File: config.mk
export PLATFORM = sky130hd
export DESIGN_NAME = breg_ctl
export DESIGN_NICKNAME = d
export VERILOG_FILES = /design/src/rtl/breg_ctl.sv
export SDC_FILE = /design/constraint.sdc
export NUM_CORES = 1
export LEC_CHECK = 0
export CELL_PAD_IN_SITES_DETAIL_PLACEMENT = 1
export CELL_PAD_IN_SITES_GLOBAL_PLACEMENT = 1
export CORE_MARGIN = 10
export CORE_UTILIZATION = 33
export DETAILED_ROUTE_END_ITERATION = 8
export GPL_ROUTABILITY_DRIVEN = 1
export PLACE_DENSITY = 0.93
export SYNTH_ARGS = -nofsm -noshare
export SYNTH_HDL_FRONTEND = slang
export SYNTH_SLANG_ARGS = --single-unit
File: constraint.sdc
create_clock -name clk -period 3.5 [get_ports clk]
set_input_delay 0.525 -clock clk [delete_from_list [all_inputs] [get_ports clk]]
set_output_delay 0.525 -clock clk [all_outputs]
set_load 0.05 [all_outputs]
File: src/rtl/breg_ctl.sv
// breg_ctl: round-robin sequencer that shares breg's single read and write port
// between two requesters and runs READ, SET, XOR and in-place XOR-SWAP commands.
`ifndef BITNESS
`define BITNESS 8
`endif
`ifndef WORD
`define WORD [`BITNESS-1:0]
`endif

module breg_ctl (
  input  logic       clk,
  input  logic       rst,
  input  logic       req0,
  input  logic       req1,
  input  logic [1:0] op0,
  input  logic [1:0] op1,
  input  logic [3:0] a0,
  input  logic [3:0] a1,
  input  logic [3:0] b0,
  input  logic [3:0] b1,
  input  logic `WORD val0,
  input  logic `WORD val1,
  output logic       ack0,
  output logic       ack1,
  output logic `WORD rdata,
  output logic       err,
  output logic [3:0] breg_ra,
  input  logic `WORD breg_rval,
  output logic       breg_w,
  output logic       breg_y,
  output logic [3:0] breg_wa,
  output logic `WORD breg_wval
);

  typedef enum logic [2:0] {IDLE, EX1, EX2, EX3, ACK} state_t;
  typedef enum logic [1:0] {OP_READ = 2'd0, OP_SET = 2'd1, OP_XOR = 2'd2, OP_SWAP = 2'd3} op_t;

  state_t     state, state_nx;

  logic       prio;
  logic       gnt_any;
  logic       gnt_port;
  op_t        gnt_op;
  logic [3:0] gnt_a;
  logic [3:0] gnt_b;
  logic `WORD gnt_val;
  logic       gnt_illegal;
  logic       rsp_port;

  logic       c_port;
  op_t        c_op;
  logic [3:0] c_a;
  logic [3:0] c_b;
  logic `WORD c_val;

  // Arbitration: a lone request wins outright, a tie goes to the port in prio.
  always_comb begin
    gnt_any     = req0 | req1;
    gnt_port    = (req0 && req1) ? prio : req1;
    gnt_op      = op_t'(gnt_port ? op1 : op0);
    gnt_a       = gnt_port ? a1 : a0;
    gnt_b       = gnt_port ? b1 : b0;
    gnt_val     = gnt_port ? val1 : val0;
    gnt_illegal = (gnt_op == OP_SWAP) && ((gnt_a == gnt_b) || ((gnt_a ^ gnt_b) == 4'h8));
    rsp_port    = (state == IDLE) ? gnt_port : c_port;
  end

  always_ff @(posedge clk) begin
    if (rst) begin
      state <= IDLE;
    end else begin
      state <= state_nx;
    end
  end

  always_comb begin
    state_nx = state;
    case (state)
      IDLE: begin
        if (gnt_any) begin
          state_nx = gnt_illegal ? ACK : EX1;
        end
      end
      EX1:     state_nx = (c_op == OP_SWAP) ? EX2 : ACK;
      EX2:     state_nx = EX3;
      EX3:     state_nx = ACK;
      ACK:     state_nx = IDLE;
      default: state_nx = IDLE;
    endcase
  end

  // Command registers and round-robin pointer are loaded only on a grant.
  always_ff @(posedge clk) begin
    if (rst) begin
      prio   <= 1'b0;
      c_port <= 1'b0;
      c_op   <= OP_READ;
      c_a    <= 4'd0;
      c_b    <= 4'd0;
      c_val  <= '0;
    end else if (state == IDLE && gnt_any) begin
      prio   <= ~gnt_port;
      c_port <= gnt_port;
      c_op   <= gnt_op;
      c_a    <= gnt_a;
      c_b    <= gnt_b;
      c_val  <= gnt_val;
    end
  end

  // Registered responses; err can only arise from a rejected SWAP straight out of IDLE.
  always_ff @(posedge clk) begin
    if (rst) begin
      ack0  <= 1'b0;
      ack1  <= 1'b0;
      err   <= 1'b0;
      rdata <= '0;
    end else begin
      ack0 <= (state_nx == ACK) && !rsp_port;
      ack1 <= (state_nx == ACK) && rsp_port;
      err  <= (state == IDLE) && (state_nx == ACK);
      if (state == EX1 && c_op == OP_READ) begin
        rdata <= breg_rval;
      end
    end
  end

  // breg port decode; outside write cycles the latched fields are simply held.
  always_comb begin
    breg_ra   = c_a;
    breg_wa   = c_a;
    breg_y    = (c_op == OP_SET);
    breg_wval = c_val;
    breg_w    = 1'b0;
    case (state)
      EX1: begin
        case (c_op)
          OP_READ: begin
            breg_ra = c_a;
          end
          OP_SET: begin
            breg_w    = 1'b1;
            breg_y    = 1'b1;
            breg_wa   = c_a;
            breg_wval = c_val;
          end
          OP_XOR: begin
            breg_w    = 1'b1;
            breg_y    = 1'b0;
            breg_wa   = c_a;
            breg_wval = c_val;
          end
          OP_SWAP: begin
            breg_ra   = c_b;
            breg_wa   = c_a;
            breg_w    = 1'b1;
            breg_y    = 1'b0;
            breg_wval = breg_rval;
          end
          default: begin
            breg_w = 1'b0;
          end
        endcase
      end
      EX2: begin
        breg_ra   = c_a;
        breg_wa   = c_b;
        breg_w    = 1'b1;
        breg_y    = 1'b0;
        breg_wval = breg_rval;
      end
      EX3: begin
        breg_ra   = c_b;
        breg_wa   = c_a;
        breg_w    = 1'b1;
        breg_y    = 1'b0;
        breg_wval = breg_rval;
      end
      default: begin
        breg_w = 1'b0;
      end
    endcase
  end

  a_one_ack: assert property (@(posedge clk) disable iff (rst) !(ack0 && ack1));
  a_err_with_ack: assert property (@(posedge clk) disable iff (rst) err |-> (ack0 || ack1));

endmodule

==> results.json <==
{
  "drt_iter0_drc": 45,
  "finalNonFillerCells": 327,
  "grt_overflow": 0,
  "dp_hpwl_mm": 4.66,
  "synthTopCellsByArea": "dfxtp_1 (38%), mux2i_1 (15%), mux2_2 (10%), a211oi_2 (6.9%), nor2_1 (6.0%)",
  "via_count": 1621,
  "place.gp.congestion": 0.747,
  "die_height_um": 94.1,
  "start_kind": "flop",
  "worstPathMaxFanout": 8,
  "row_count": 26,
  "holdPathEnd": "rdata[1]",
  "tightest_slew_ns": 0.735,
  "syn2layout_area_growth_pct": 49.3,
  "diodes": 0,
  "io_pins": 77,
  "drive_gt1_share_pct": 16.0,
  "skew_ns": 0.00475,
  "grtUsageTotal_pct": 13.1,
  "cts_buffer_depth": 2,
  "clock-sinks": 34,
  "drv_slew": 0,
  "status": "finished clean",
  "grt_pass1_vias": 1788,
  "fin_crit_ns": 3.00,
  "placed_cells": 320,
  "synth_top_area_share_pct": 37.6,
  "r2r-end": "c_b[0]",
  "dieArea_um2": 8850,
  "min_path_type": "flop to flop",
  "drt_first_pass_iters": 3,
  "cap_violations": 0,
  "rsz0062_at_grt": "false",
  "n_fill_cell": 601,
  "multiInputGateArea_um2": 1040,
  "reg2reg_depth": 5,
  "rrSetupSlack_ns": 1.57,
  "ant_nets": 0,
  "layout.nets": 305,
  "critPathBufInv": 1,
  "clk_pin_slew_worst_paths_ns": 0.07,
  "finalCoreUtilization_pct": 51.9,
  "seq_area_um2": 681,
  "remaining_drc_errors": 0,
  "yosys_register_bits": 34,
  "antenna_found_initial": 0,
  "crit_chain": "nand3_1 > a21oi_2 > mux2_2 > clkdlybuf4s50_1",
  "slowest_stage": "clkdlybuf4s50_1",
  "irDropWorstVdd_uv": 207,
  "cpLargestDelayFamily": "buffers and inverters",
  "worstReg2RegStart": "state[2]",
  "core_um2": 5200,
  "drt-wirelength-per-cell_um": 18.0,
  "wirelength_mm": 5.88,
  "setup_viol": 0,
  "cts-hold-fix-buffers": 0,
  "crit_arrival_ns": 2.48,
  "cts_tree": "built",
  "port_buffers": 76,
  "cts_resized": 0,
  "post_synth_num_cell_types": 35,
  "synth_fp_nets": 229,
  "p_leak_uw": 0.00114,
  "cts_root_buf": "clkbuf_8",
  "worstSkewPairLatency_ns": 0.29,
  "grt_max_degree": 29,
  "slew_headroom_pct": 50.5,
  "syn-instance-count": 181,
  "cts_max_level": 2,
  "hold_viol_final": 0,
  "layout_commonest_cell": "clkdlybuf4s50_1",
  "critPathMaxStageDelay_ns": 0.71,
  "cts_buffers": 5,
  "layout_worst_path_cycle_share_pct": 85.8,
  "synth_seq_area_share_pct": 37.6,
  "fmax_ghz": 0.333,
  "min_from": "rdata[1]",
  "final_cell_mix": "clkdlybuf4s50_1 (76), dfxtp_1 (34), nor2_1 (29)",
  "grt_pass1_wl_mm": 9.23,
  "ys_warn_count": 0,
  "avgSynthCellArea_um2": 10.0,
  "end_kind": "output port",
  "holdPathStages": 2,
  "final.setup.tns_ns": 0,
  "worstPathRequired_ns": 2.97,
  "p_per_area_nw_per_um2": 456,
  "routed_via_density": 4.96,
  "synth_area_um2": 1810,
  "post_cts_buffers": 0,
  "yosysTopAreaCell": "dfxtp_1",
  "initial_core_util_pct": 34.8,
  "worst-setup-path-type": "flop to output port",
  "finalPower_uw": 1230,
  "dieWidth_um": 94.1
}
## cells in the mapped netlist
cell	n
a211oi_1	8
a211oi_2	10
a21oi_1	3
a21oi_2	1
a22o_1	1
a2bb2oi_1	1
a311oi_1	1
a31oi_1	2
and3_1	1
buf_2	3
buf_4	2
buf_6	3
clkbuf_1	3
dfxtp_1	34
inv_1	4
mux2_2	16
mux2i_1	28
nand2_1	4
nand2b_1	1
nand3_1	2
nand4_1	1
nand4b_2	1
nor2_1	29
nor2_2	1
nor2_4	1
nor3_1	3
nor4_1	2
o211a_1	1
o21a_1	1
o21ai_0	3
o21ai_2	1
or3_1	1
or3_4	1
or4_1	1
xor2_1	6
## registers in the layout, summed over array words and instances, names as in the netlist
signal  count
c_val       8
rdata       8
c_a         4
c_b         4
state       3
c_op        2
ack0        1
ack1        1
c_port      1
err         1
prio        1
## area by class of cell
type | count | area share, %
clock buffer | 7 | 2.82
tap | 70 | 3.24
sequential | 34 | 25.2
timing repair buffer | 80 | 29.7
inverter | 4 | 0.556
multi-input combinational | 132 | 38.5
## layer usage
layer	vias up	track usage (%)	wire length, um
met2	56	22.0	2820
li1	805	-	-
met3	6	6.24	475
met5	-	0	0
met4	0	2.66	48
met1	754	14.7	2530
## report_power, final
| part | leakage [uW] | total, uW | internal, uW | switching (uW) |
|---|---|---|---|---|
| combinational | 0.000822 | 495 | 209 | 286 |
| clock | 0.0000383 | 273 | 137 | 136 |
| sequential | 0.000280 | 464 | 431 | 33.4 |
## worst reg2reg max path: cells and delay by family (launching register included)
kind,cells,cell delay (ns)
and+or+nand+nor,3,0.86
buffers and inverters,1,0.39
DFF,1,0.38
AOI/OAI and AO/OA,1,0.20
## how the worst max path moves through the flow
stage	cells past startpoint	slack, ns	end	start
after floorplan	3	1.56	breg_wa[0]	state[1]
after global placement	4	0.89	breg_wval[5]	state[0]
after detailed placement	4	0.79	breg_wval[2]	c_op[0]
after CTS	4	0.45	breg_wval[2]	c_op[0]
after global routing	4	0.36	breg_wval[7]	c_op[0]
final	4	0.50	breg_wval[1]	c_op[0]
## metrics by stage
step	setup slack, ns	area, um2	hold WS [ns]
2_1_floorplan	1.56	1810	0.456
3_5_place_dp	0.787	2630	0.494
4_1_cts	0.447	2700	0.506
5_1_grt	0.363	2700	0.530
6_report	0.497	2700	0.498
3_3_place_gp	0.894	2630	0.472
## logic make-up after synthesis
kind of cell    count (synthesis)  synth area share, %
flops                          34                 37.6
xor+xnor                        6                 2.90
buf+inv                        15                 4.97
mux                            44                 25.4
simple gates                   49                 13.1
compound gates                 33                 16.0
Note: power is estimated with default switching activity, not from simulation.
